## src/rtl/ifu_pkg.sv

```systemverilog
// Shared types for the instruction-fetch cache.
//   ifu_icache_state_t : refill sequencer states
//   ifu_tag_entry_t    : one tag-array entry (valid + tag). The tag field is
//                        sized for the widest possible tag; narrower tags are
//                        zero-extended.
//   sat_inc            : saturating increment for the statistics counters
package ifu_pkg;

   localparam int ADDR_W = 32;

   typedef enum logic [1:0] {
      IDLE      = 2'd0,
      MISS_REQ  = 2'd1,
      MISS_WAIT = 2'd2,
      FILL      = 2'd3
   } ifu_icache_state_t;

   typedef struct packed {
      logic              valid;
      logic [ADDR_W-1:0] tag;
   } ifu_tag_entry_t;

   function automatic logic [31:0] sat_inc(input logic [31:0] v);
      return (v == 32'hFFFF_FFFF) ? v : v + 32'd1;
   endfunction

endpackage

```

## src/rtl/ifu_icache_if.sv

```systemverilog
// Core-side fetch and memory-side refill signals of the instruction cache.
//   slave  : the cache
//   master : whoever drives fetch requests and answers refills
// Ports: pc/pcValid/pcReady (fetch request), insLineOut/insLineValidOut
// (returned line), memReq*/memRsp* (refill), flush, hitCount/missCount.
interface ifu_icache_if #(
   parameter int LINE_WIDTH = 128
);
   logic [31:0]           pc;
   logic                  pcValid;
   logic                  pcReady;
   logic [LINE_WIDTH-1:0] insLineOut;
   logic                  insLineValidOut;
   logic                  memReqValid;
   logic [31:0]           memReqAddr;
   logic                  memReqReady;
   logic                  memRspValid;
   logic [LINE_WIDTH-1:0] memRspLine;
   logic                  flush;
   logic [31:0]           hitCount;
   logic [31:0]           missCount;

   modport slave (
      input  pc, pcValid, memReqReady, memRspValid, memRspLine, flush,
      output pcReady, insLineOut, insLineValidOut, memReqValid, memReqAddr,
             hitCount, missCount
   );

   modport master (
      output pc, pcValid, memReqReady, memRspValid, memRspLine, flush,
      input  pcReady, insLineOut, insLineValidOut, memReqValid, memReqAddr,
             hitCount, missCount
   );
endinterface

```

## src/rtl/ifu_plru.sv

```systemverilog
// Tree pseudo-LRU for one set, purely combinational.
//   tree_in    : current tree bits (node 0 = root, children of n at 2n+1/2n+2)
//   access_way : way being touched
//   tree_out   : tree after the touch; every node on the path points away
//   victim_way : way reached by following the pointers of tree_in
// A node bit of 1 points to its right (upper-index) subtree.
module ifu_plru #(
   parameter  int NUM_WAYS = 4,
   localparam int WAY_W    = $clog2(NUM_WAYS)
) (
   input  logic [NUM_WAYS-2:0] tree_in,
   input  logic [WAY_W-1:0]    access_way,
   output logic [NUM_WAYS-2:0] tree_out,
   output logic [WAY_W-1:0]    victim_way
);

   int   upd_node;
   int   vic_node;
   logic upd_dir;
   logic vic_dir;

   always_comb begin
      tree_out = tree_in;
      upd_node = 0;
      upd_dir  = 1'b0;
      for (int l = 0; l < WAY_W; l++) begin
         upd_dir = access_way[WAY_W-1-l];
         for (int j = 0; j < NUM_WAYS-1; j++) begin
            if (j == upd_node) tree_out[j] = ~upd_dir;
         end
         upd_node = 2*upd_node + 1 + int'(upd_dir);
      end
   end

   always_comb begin
      victim_way = '0;
      vic_node   = 0;
      vic_dir    = 1'b0;
      for (int l = 0; l < WAY_W; l++) begin
         vic_dir = 1'b0;
         for (int j = 0; j < NUM_WAYS-1; j++) begin
            if (j == vic_node) vic_dir = tree_in[j];
         end
         victim_way[WAY_W-1-l] = vic_dir;
         vic_node = 2*vic_node + 1 + int'(vic_dir);
      end
   end

endmodule

```

## src/rtl/ifu_icache.sv

```systemverilog
// Set-associative instruction cache with single-line refill.
//   Clock : clock, rising edge
//   Rst   : asynchronous active-high reset
//   bus   : ifu_icache_if.slave (fetch, refill, flush, statistics)
// A hit returns the line one cycle after the request. A miss latches the
// line address in memReqAddr, refills one line and returns it from FILL.
//
// state     | meaning
// ----------+-----------------------------------------------------------
// IDLE      | accepting fetches (pcReady=1); hits answered next cycle
// MISS_REQ  | memReqValid held with a stable address until memReqReady
// MISS_WAIT | waiting for memRspValid; the line is captured on arrival
// FILL      | line returned to the core and installed unless stale
module ifu_icache
   import ifu_pkg::*;
#(
   parameter int NUM_SETS     = 4,
   parameter int NUM_WAYS     = 4,
   parameter int LINE_WIDTH   = 128,
   parameter int OFFSET_WIDTH = 4
) (
   input logic         Clock,
   input logic         Rst,
   ifu_icache_if.slave bus
);

   localparam int SET_WIDTH = $clog2(NUM_SETS);
   localparam int TAG_BITS  = 32 - OFFSET_WIDTH - SET_WIDTH;
   localparam int SET_IDX_W = (SET_WIDTH > 0) ? SET_WIDTH : 1;
   localparam int WAY_W     = $clog2(NUM_WAYS);
   localparam logic [31:0] OFFSET_MASK = 32'((64'd1 << OFFSET_WIDTH) - 64'd1);

   ifu_icache_state_t     state;
   ifu_tag_entry_t        tag_q  [NUM_SETS][NUM_WAYS];
   logic [LINE_WIDTH-1:0] data_q [NUM_SETS][NUM_WAYS];
   logic [NUM_WAYS-2:0]   plru_q [NUM_SETS];
   logic                  stale_q;
   logic [LINE_WIDTH-1:0] fill_line_q;

   logic [SET_IDX_W-1:0]  req_set;
   logic [SET_IDX_W-1:0]  miss_set;
   logic [31:0]           req_tag;
   logic [31:0]           miss_tag;
   logic [NUM_WAYS-1:0]   match_vec;
   logic [WAY_W-1:0]      hit_way;
   logic                  req_fire;
   logic                  is_hit;
   logic                  install;
   logic                  inv_found;
   logic [WAY_W-1:0]      inv_way;
   logic [WAY_W-1:0]      victim_way;
   logic [SET_IDX_W-1:0]  plru_set;
   logic [WAY_W-1:0]      plru_access;
   logic [NUM_WAYS-2:0]   plru_next;
   logic [WAY_W-1:0]      plru_victim;

   // memReqAddr doubles as the latched miss address for the whole refill.
   assign req_set  = (NUM_SETS > 1) ? bus.pc[OFFSET_WIDTH +: SET_IDX_W] : '0;
   assign miss_set = (NUM_SETS > 1) ? bus.memReqAddr[OFFSET_WIDTH +: SET_IDX_W] : '0;
   assign req_tag  = 32'(bus.pc[31 -: TAG_BITS]);
   assign miss_tag = 32'(bus.memReqAddr[31 -: TAG_BITS]);

   always_comb begin
      match_vec = '0;
      hit_way   = '0;
      for (int w = 0; w < NUM_WAYS; w++) begin
         match_vec[w] = tag_q[req_set][w].valid && (tag_q[req_set][w].tag == req_tag);
      end
      for (int w = 0; w < NUM_WAYS; w++) begin
         if (match_vec[w]) hit_way = WAY_W'(w);
      end
   end

   // A flush in the request cycle wipes the arrays, so the request misses.
   assign req_fire = (state == IDLE) && bus.pcValid;
   assign is_hit   = req_fire && !bus.flush && (|match_vec);
   assign install  = (state == FILL) && !stale_q;

   // Descending scan so the lowest-index invalid way wins.
   always_comb begin
      inv_found = 1'b0;
      inv_way   = '0;
      for (int w = NUM_WAYS-1; w >= 0; w--) begin
         if (!tag_q[miss_set][w].valid) begin
            inv_found = 1'b1;
            inv_way   = WAY_W'(w);
         end
      end
   end

   assign victim_way  = inv_found ? inv_way : plru_victim;
   assign plru_set    = (state == FILL) ? miss_set : req_set;
   assign plru_access = (state == FILL) ? victim_way : hit_way;

   ifu_plru #(
      .NUM_WAYS (NUM_WAYS)
   ) u_plru (
      .tree_in    (plru_q[plru_set]),
      .access_way (plru_access),
      .tree_out   (plru_next),
      .victim_way (plru_victim)
   );

   always_ff @(posedge Clock or posedge Rst) begin
      if (Rst) begin
         state               <= IDLE;
         bus.pcReady         <= 1'b1;
         bus.insLineValidOut <= 1'b0;
         bus.memReqValid     <= 1'b0;
         bus.memReqAddr      <= '0;
         bus.hitCount        <= '0;
         bus.missCount       <= '0;
         stale_q             <= 1'b0;
      end else begin
         bus.insLineValidOut <= 1'b0;
         case (state)
            IDLE: begin
               stale_q <= 1'b0;
               if (req_fire) begin
                  if (is_hit) begin
                     bus.insLineValidOut <= 1'b1;
                     bus.hitCount        <= sat_inc(bus.hitCount);
                  end else begin
                     bus.memReqValid <= 1'b1;
                     bus.memReqAddr  <= bus.pc & ~OFFSET_MASK;
                     bus.missCount   <= sat_inc(bus.missCount);
                     bus.pcReady     <= 1'b0;
                     state           <= MISS_REQ;
                  end
               end
            end
            MISS_REQ: begin
               if (bus.flush) stale_q <= 1'b1;
               if (bus.memReqReady) begin
                  bus.memReqValid <= 1'b0;
                  state           <= MISS_WAIT;
               end
            end
            MISS_WAIT: begin
               if (bus.flush) stale_q <= 1'b1;
               if (bus.memRspValid) begin
                  bus.insLineValidOut <= 1'b1;
                  state               <= FILL;
               end
            end
            FILL: begin
               stale_q     <= 1'b0;
               bus.pcReady <= 1'b1;
               state       <= IDLE;
            end
            default: begin
               state       <= IDLE;
               bus.pcReady <= 1'b1;
            end
         endcase
      end
   end

   // Valid and PLRU bits; flush beats any install or PLRU touch.
   always_ff @(posedge Clock or posedge Rst) begin
      if (Rst) begin
         for (int s = 0; s < NUM_SETS; s++) begin
            plru_q[s] <= '0;
            for (int w = 0; w < NUM_WAYS; w++) tag_q[s][w].valid <= 1'b0;
         end
      end else if (bus.flush) begin
         for (int s = 0; s < NUM_SETS; s++) begin
            plru_q[s] <= '0;
            for (int w = 0; w < NUM_WAYS; w++) tag_q[s][w].valid <= 1'b0;
         end
      end else if (is_hit) begin
         plru_q[req_set] <= plru_next;
      end else if (install) begin
         tag_q[miss_set][victim_way].valid <= 1'b1;
         tag_q[miss_set][victim_way].tag   <= miss_tag;
         plru_q[miss_set]                  <= plru_next;
      end
   end

   always_ff @(posedge Clock) begin
      if (is_hit) begin
         bus.insLineOut <= data_q[req_set][hit_way];
      end else if ((state == MISS_WAIT) && bus.memRspValid) begin
         bus.insLineOut <= bus.memRspLine;
         fill_line_q    <= bus.memRspLine;
      end
      if (install) data_q[miss_set][victim_way] <= fill_line_q;
   end

   a_single_match: assert property (@(posedge Clock) disable iff (Rst)
      (state == IDLE && bus.pcValid) |-> $onehot0(match_vec));

endmodule

```

## src/flat_wrapper.sv

```systemverilog
// flat-port wrapper written by rule: the top's interface ports become plain ports
module ifu_icache_flat import ifu_pkg::*;
#(
   parameter int NUM_SETS     = 4,
   parameter int NUM_WAYS     = 4,
   parameter int LINE_WIDTH   = 128,
   parameter int OFFSET_WIDTH = 4
)
  (Clock, Rst, bus_pc, bus_pcValid, bus_memReqReady, bus_memRspValid, bus_memRspLine, bus_flush, bus_pcReady, bus_insLineOut, bus_insLineValidOut, bus_memReqValid, bus_memReqAddr, bus_hitCount, bus_missCount);
  ifu_icache_if #(.LINE_WIDTH(LINE_WIDTH)) bus_i ();
  input logic Clock;
  input logic Rst;
  input wire logic [$bits(bus_i.pc)-1:0] bus_pc;
  input wire logic [$bits(bus_i.pcValid)-1:0] bus_pcValid;
  input wire logic [$bits(bus_i.memReqReady)-1:0] bus_memReqReady;
  input wire logic [$bits(bus_i.memRspValid)-1:0] bus_memRspValid;
  input wire logic [$bits(bus_i.memRspLine)-1:0] bus_memRspLine;
  input wire logic [$bits(bus_i.flush)-1:0] bus_flush;
  output wire logic [$bits(bus_i.pcReady)-1:0] bus_pcReady;
  output wire logic [$bits(bus_i.insLineOut)-1:0] bus_insLineOut;
  output wire logic [$bits(bus_i.insLineValidOut)-1:0] bus_insLineValidOut;
  output wire logic [$bits(bus_i.memReqValid)-1:0] bus_memReqValid;
  output wire logic [$bits(bus_i.memReqAddr)-1:0] bus_memReqAddr;
  output wire logic [$bits(bus_i.hitCount)-1:0] bus_hitCount;
  output wire logic [$bits(bus_i.missCount)-1:0] bus_missCount;
  assign bus_i.pc = bus_pc;
  assign bus_i.pcValid = bus_pcValid;
  assign bus_i.memReqReady = bus_memReqReady;
  assign bus_i.memRspValid = bus_memRspValid;
  assign bus_i.memRspLine = bus_memRspLine;
  assign bus_i.flush = bus_flush;
  assign bus_pcReady = bus_i.pcReady;
  assign bus_insLineOut = bus_i.insLineOut;
  assign bus_insLineValidOut = bus_i.insLineValidOut;
  assign bus_memReqValid = bus_i.memReqValid;
  assign bus_memReqAddr = bus_i.memReqAddr;
  assign bus_hitCount = bus_i.hitCount;
  assign bus_missCount = bus_i.missCount;
  ifu_icache #(.NUM_SETS(NUM_SETS), .NUM_WAYS(NUM_WAYS), .LINE_WIDTH(LINE_WIDTH), .OFFSET_WIDTH(OFFSET_WIDTH)) u_core (.Clock(Clock), .Rst(Rst), .bus(bus_i));
endmodule
```

## config.mk

```make
export PLATFORM = sky130hd
export DESIGN_NAME = ifu_icache_flat
export DESIGN_NICKNAME = d
export VERILOG_FILES = /design/src/rtl/ifu_pkg.sv /design/src/rtl/ifu_icache_if.sv /design/src/rtl/ifu_plru.sv /design/src/rtl/ifu_icache.sv /design/src/flat_wrapper.sv
export SDC_FILE = /design/constraint.sdc
export NUM_CORES = 2
export LEC_CHECK = 0
export ABC_AREA = 1
export CAP_MARGIN = 40
export CORE_MARGIN = 2
export CORE_UTILIZATION = 45
export DETAILED_ROUTE_END_ITERATION = 8
export SYNTH_ARGS = -nofsm -noshare
export SYNTH_HDL_FRONTEND = slang
export SYNTH_SLANG_ARGS = --single-unit
```

## constraint.sdc

```tcl
create_clock -name Clock -period 17.5 [get_ports Clock]
set_input_delay 2.625 -clock Clock [delete_from_list [all_inputs] [get_ports Clock]]
set_output_delay 2.625 -clock Clock [all_outputs]
set_load 0.03 [all_outputs]
```

Yosys cells after proc, flatten, opt, wreduce, memory -nomap -nowiden
Memory sizes are Yosys's and may differ from the RTL's. Cells that the tools add are included.

Register bits after elaboration: 894. RAM bits: 2048. Bits of input ports: 166. Output and inout port bits: 227. Logic and storage cells: 217. Memories: 1.

Add/subtract/negate cells: 4. $lt $le $gt $ge: 8. Equality and inequality tests: 19. Multiplexer cells: 93. Bitwise operators: 12. Reductions and logical operators: 34.

Memory list: u_core.data_q (words 4, width 512, rd ports 1, clocked after memory_dff 0, wr ports 1, line ifu_icache.sv:35) `logic [LINE_WIDTH-1:0] data_q [NUM_SETS][NUM_WAYS];`.

Operators with widths (count): bitwise mux 528 bit (2); 2-to-1 mux 528 bit (2); 2-to-1 mux 132 bit (6); 2-to-1 mux 128 bit (5); binary-select mux 132 bit (select 2 bit) (2); demux 132 bit (select 2 bit) (2); 2-to-1 mux 512 bit (1); binary-select mux 128 bit (select 2 bit) (1); demux 128 bit (select 2 bit) (1); demux 33 bit (select 2 bit) (2); == test 32 x 26 -> 1 bit (4); adder 32 x 1 -> 32 bit (second input constant) (2); == test 32 bit (second input constant) (2); logical NOT 32 bit (2); 2-to-1 mux 1 bit (37); 2-to-1 mux 12 bit (3); 2-to-1 mux 33 bit (1); 2-to-1 mux 32 bit (1); 2-to-1 mux 2 bit (13); bitwise mux 12 bit (2); AND reduction 4 bit (5); >= comparator 3 bit (second input constant) (5); inverter 2 -> 3 bit (5); demux 3 bit (select 2 bit) (2); 22 further kinds (62).

Depth between registers and ports, before layout
Word-level depth: 24. Gate-level depth with buffers: 25.

Cells and area by module
A second synthesis with hierarchy kept.

Cell total of the unflattened synthesis: 8184. Area, all modules: 111994.9 um2.

Modules (own cells, without submodules): ifu_icache (times used 1, cells each 8171, area each 111934.9 um2); ifu_plru (times used 1, cells each 13, area each 60.1 um2).

Least setup slack after synthesis
Ideal clock, no wire load.

Path type: input port to flip-flop. From: in bus_pc[5]. To: reg u_core.tag_q[132] (netlist bit), enable pin. Library setup time: 0.409 ns. Arrival: 15.025 ns. Data required time: 17.091 ns. Slack: 2.066 ns. Stages on the path: 13. Buffers on the path: 4. Cell sequence: buf_2 buf_2 buf_2 buf_2 o21ai_0 a21oi_1 a32oi_1 nor2_1 nor2_1 nand2_1 nor3_1 nand2_1 nor2_1.

Cells in the longest elaborated chain, start to end: 10. Elaborated cells between the ends (all ways): 16. Classes of those cells: 4 x eq/ne; 3 x mux; 2 x bitwise; 7 x reduce/logical.

Ends and longest elaborated chain: from (decl) (line flat_wrapper.sv:13) `input wire logic [$bits(bus_i.pc)-1:0] bus_pc;`; inverter 2 -> 3 bit (implied by the code) (*) (line ifu_icache.sv:67) `match_vec[w] = tag_q[req_set][w].valid && (tag_q[req_set][w].tag == req_tag);`; binary-select mux 132 bit (select 2 bit) (*) (line ifu_icache.sv:67); 2-to-1 mux 132 bit (implied by the code) (*) (2 in series) (line ifu_icache.sv:67); == test 32 x 26 -> 1 bit (line ifu_icache.sv:67); logical AND 1 bit (line ifu_icache.sv:67); OR reduction 4 bit (*) (line ifu_icache.sv:76) `assign is_hit = req_fire && !bus.flush && (|match_vec);`; logical AND 1 bit (*) (line ifu_icache.sv:76); inverter 1 bit (no line) (*); AND reduction 4 bit (no line) (*); to (decl) (line ifu_icache.sv:34) `ifu_tag_entry_t tag_q [NUM_SETS][NUM_WAYS];`.

Every way passes the cells marked *; elsewhere a longest branch is shown, timed or not. The select of a mux whose other input is x is not followed. A chain may end at the register's enable or synchronous reset.

Final worst setup path
From: in bus_pc[4]. To: reg u_core.bus.insLineOut[99], enable pin.

Cells in the longest elaborated chain, start to end: 9. Elaborated cells between the ends (all ways): 15. Classes of those cells: 4 x eq/ne; 3 x mux; 1 x bitwise; 7 x reduce/logical.

Ends and longest elaborated chain: inverter 2 -> 3 bit (implied by the code) (*) (line ifu_icache.sv:67); binary-select mux 132 bit (select 2 bit) (*) (line ifu_icache.sv:67); 2-to-1 mux 132 bit (implied by the code) (*) (2 in series) (line ifu_icache.sv:67); == test 32 x 26 -> 1 bit (line ifu_icache.sv:67); logical AND 1 bit (line ifu_icache.sv:67); OR reduction 4 bit (*) (line ifu_icache.sv:76); logical AND 1 bit (*) (line ifu_icache.sv:76); nonzero test 2 bit (no line) (*); to (signal assigned) (line ifu_icache.sv:182) `bus.insLineOut <= data_q[req_set][hit_way];`; to (signal assigned) (line ifu_icache.sv:184) `bus.insLineOut <= bus.memRspLine;`; to (decl) (line ifu_icache_if.sv:25) `output pcReady, insLineOut, insLineValidOut, memReqValid, memReqAddr,`.

Marked as above.

==> results.md <==
- Result of the run: finished, final reports clean
- Inst Count DP: 11243
- Via total after detailed routing: 68955
- Worst skew pair latency: 0.97 ns
- Beginning of the worst hold path: u_core.plru_q[3]$_DFFE_PP0P_
- Bufs on Longest Clock Path: 4
- TritonCTS clock tree: built
- Fraction of layout instances using a drive strength above 1: 0.0782
- Num rows: 181
- Wire length of the first global-routing pass: 461000 µm
- Detail Placement HPWL: about 170000 µm
- Utilization after layout: 0.527
- Number of ports placed on the die boundary: 393
- RePlAce Congestion: between 0.8 and 0.9
- Tcrit/Tclk final: 0.540
- Async S/R FF share, synth: 0.0443
- Setup repair after global routing missed its margin: no
- Number of antenna violations at the first check in global routing: 25
- Cells on Worst Hold Path: 2
- Unique cell type count in the Yosys netlist: 46
- Final-report hold violation count: 0
- Maximum Capacitance Violations: 0
- EDFF count, synth: between 2000 and 3000
- Most frequent cell after synthesis: edfxtp_1
- Post-CTS setup buffers: 0
- Core ar.: 244000 µm²
- Area of the multi-input gates: roughly 23000 µm²
- Synth top area share: 0.740
- Maximum level of the CTS H-tree: 5
- # hold bufs at CTS: 0
- Total global-route track usage: 0.251
- Min-delay worst type: register to register
- Maximum fanout encountered on the critical timing path: ~110
- Number of standard cells after synthesis: 7928
- Dominant cells by area after synthesis: edfxtp_1, nand2_1, dfrtp_1
- Critical path class: input pin to register
- Final routed wire length divided by cell count: 27.2 µm
- Total Wirelength: 321000 µm
- Origin of the critical flop-to-flop path: u_core.tag_q[38]$_DFFE_PP_
- Number of warnings issued by yosys: 0
- Number of cells traversed by the worst register-to-register path: 18
- Top_reg_cell synth: edfxtp_1
- Non-filler cells, final: 11787
- Register-to-register setup slack: 11.75 ns
- Worst clock skew: 0.0879 ns
- Synthesized flop and latch total: 2846
- End of the worst register-to-register path: u_core.bus.insLineOut[99]$_DFFE_PP_
- Largest voltage drop on the vdd net: 0.111 mV
- # setup viols final: 0
- Power density of the placed cells: 125 nW/µm²
- Register area share after synthesis: 0.768
- F_max: 0.106 GHz
- Total power consumption of the routed design: 0.0161 W
- Number of DRC markers after the initial detailed-route iteration: 7591
- Cts repair resizes: 0
- Commonest cells in the netlist: edfxtp_1, nand2_1, a221oi_1, a22o_1, nand3_1
- Worst slew margin relative to its limit: 0.224
- Overflow after GRT: 0
- Maximum number of pins on one net before global-route repair: 174
- Number of detailed-routing iterations run before antenna repair: 6
- Number of buffers created by CTS: 310
- Post-CTS clock slew at the launch and capture registers of the worst setup and hold paths: 0.06 ns
- Number of port buffers: 384
- Number of global-route vias before repair: between 60000 and 70000
- Critical Path AT: ~10 ns
- Die width: 499 µm
- # fillers: 19970
- Post-route minimum period: approximately 9.4 ns
- Buffer cell driving the clock tree root: clkbuf_16
- Via density per instance: slightly below 6
- Die area: about 250000 µm²
- Critical Path RT: 18.05 ns
- Sequential cell area: 84800 µm²
- Cell type contributing the most total cell area after synthesis: edfxtp_1
- Number of nets at the end of the flow: 8525
- Final antenna-violating net count: 0
- Mean post-synth cell area: 13.9 µm²
- Synthesized area: approximately 110000 µm²
- Destination of the worst hold path: u_core.plru_q[3]$_DFFE_PP0P_
- Kind of end point of the critical path: register
- Slew at the pin with the worst max-slew slack: 1.16 ns
- Chip Height: 499 µm
- Number of sinks on the clock net: 2846
- Setup TNS: 0 ns
- DRC: 0
- Standby leakage power: roughly 44 nW
- Fin. max-slew vios: 0
- Critical Path Source Type: input pin
- Initial core utilization: 0.453
- Growth of design area from synthesis to finish: 16.3%
==> per-stage QoR <==
stage	setup slack, ns	hold slack (ns)	cell area [µm²]
2_1_floorplan	2.07	0.449	110000
3_3_place_gp	6.54	0.468	118000
3_5_place_dp	7.08	0.471	119000
4_1_cts	8.06	0.483	128000
5_1_grt	7.74	0.510	128000
6_report	8.06	0.484	128000
==> placed cells by master (no fill, tap or decap), types with 29 or more instances in the layout <==
cell	instances
edfxtp_1	2720
nand2_1	1995
clkdlybuf4s50_1	381
nand3_1	353
a22o_1	353
a221oi_1	353
clkbuf_16	319
a21oi_1	254
nor2_1	247
o21ai_0	237
inv_1	210
a22oi_1	161
o21ai_1	145
dfrtp_1	125
buf_4	102
nand4_1	91
clkinv_1	64
clkbuf_1	58
clkinv_2	39
inv_2	37
nor2_4	34
xor2_1	34
nor3_1	33
o211ai_1	31
buf_16	29
==> metal layers <==
layer  wire length [µm]  global-route usage  part of all wire  up-vias
li1                   -                   -                 -    30543
met1             135000               0.356              0.42    34818
met2             151000               0.400              0.47     3032
met3              24300              0.0365             0.076      556
met4               9770              0.0820             0.030        6
met5                 34                   0           0.00011        -
==> logic make-up (layout without fill, tap and decap cells) <==
logic type	after synthesis	count (layout)	synth area share
adders and majority gates	6	6	0.000680
xor gates and xnor gates	46	46	0.00365
AOI/OAI and AO/OA	1546	1546	0.0988
DFF	2846	2846	0.768
buffers and inverters	685	1330	0.0259
other	1	13	0.0000340
and+or+nand+nor	2798	2798	0.103
==> area by class of cell <==
type,count,area share
Timing Repair Buffer,536,0.0454
Inverter,259,0.00793
Sequential cell,2846,0.661
Clock buffer,390,0.0653
Clock inverter,145,0.00998
Multi-Input combinational cell,4400,0.179
Tap cell,3202,0.0312
Antenna cell,9,0.000175
==> power breakdown <==
group	internal (W)	switching [W]	leakage [nW]
Combinational	0.000424	0.000936	13.4
Clock	0.00370	0.00258	4.70
Sequential	0.00807	0.000383	26.2
Total	0.0122	0.00390	44.3
==> worst max path at each step <==
stage / from / to / slack, ns / cells after the start
finish: bus_pc[4] / u_core.bus.insLineOut[99]$_DFFE_PP_ / 8.06 / 20
floorplan: bus_pc[5] / u_core.tag_q[132]$_DFFE_PP_ / 2.07 / 13
global placement: bus_pc[5] / u_core.bus.insLineOut[114]$_DFFE_PP_ / 6.54 / 18
global route: bus_pc[4] / u_core.bus.insLineOut[93]$_DFFE_PP_ / 7.74 / 20
CTS: bus_pc[4] / u_core.bus.insLineOut[115]$_DFFE_PP_ / 8.06 / 20
detailed placement: bus_pc[4] / u_core.bus.insLineOut[114]$_DFFE_PP_ / 7.08 / 20
==> state kept, by name (all words and copies together), names as in the netlist <==
signal / flops
u_core.bus.insLineOut: 128
u_core.bus.missCount: 32
u_core.stale_q: 1
u_core.plru_q: 12
u_core.bus.memReqValid: 1
u_core.state: 2
u_core.data_q: 2048
u_core.bus.memReqAddr: 28
u_core.fill_line_q: 128
u_core.bus.insLineValidOut: 1
u_core.bus.hitCount: 32
u_core.tag_q: 432
u_core.bus.pcReady: 1
==> critical path: stages <==
cell and delay [ns]:
buf_6 0.42, buf_4 0.64, nand2_2 0.61, inv_8 0.76, nand2_1 0.13, nand4_1 0.27
nand2_1 0.08, inv_1 0.06, nand2_1 0.05, nor2_1 0.12, nand3_1 0.12, nor2_4 0.10
buf_4 0.59, nor2_2 0.18, nand2_2 0.29, nand2_8 0.47, nand2_4 0.61, buf_12 0.28
buf_4 0.47, buf_4 0.70
No activity file was read; power rests on OpenSTA's default activity.
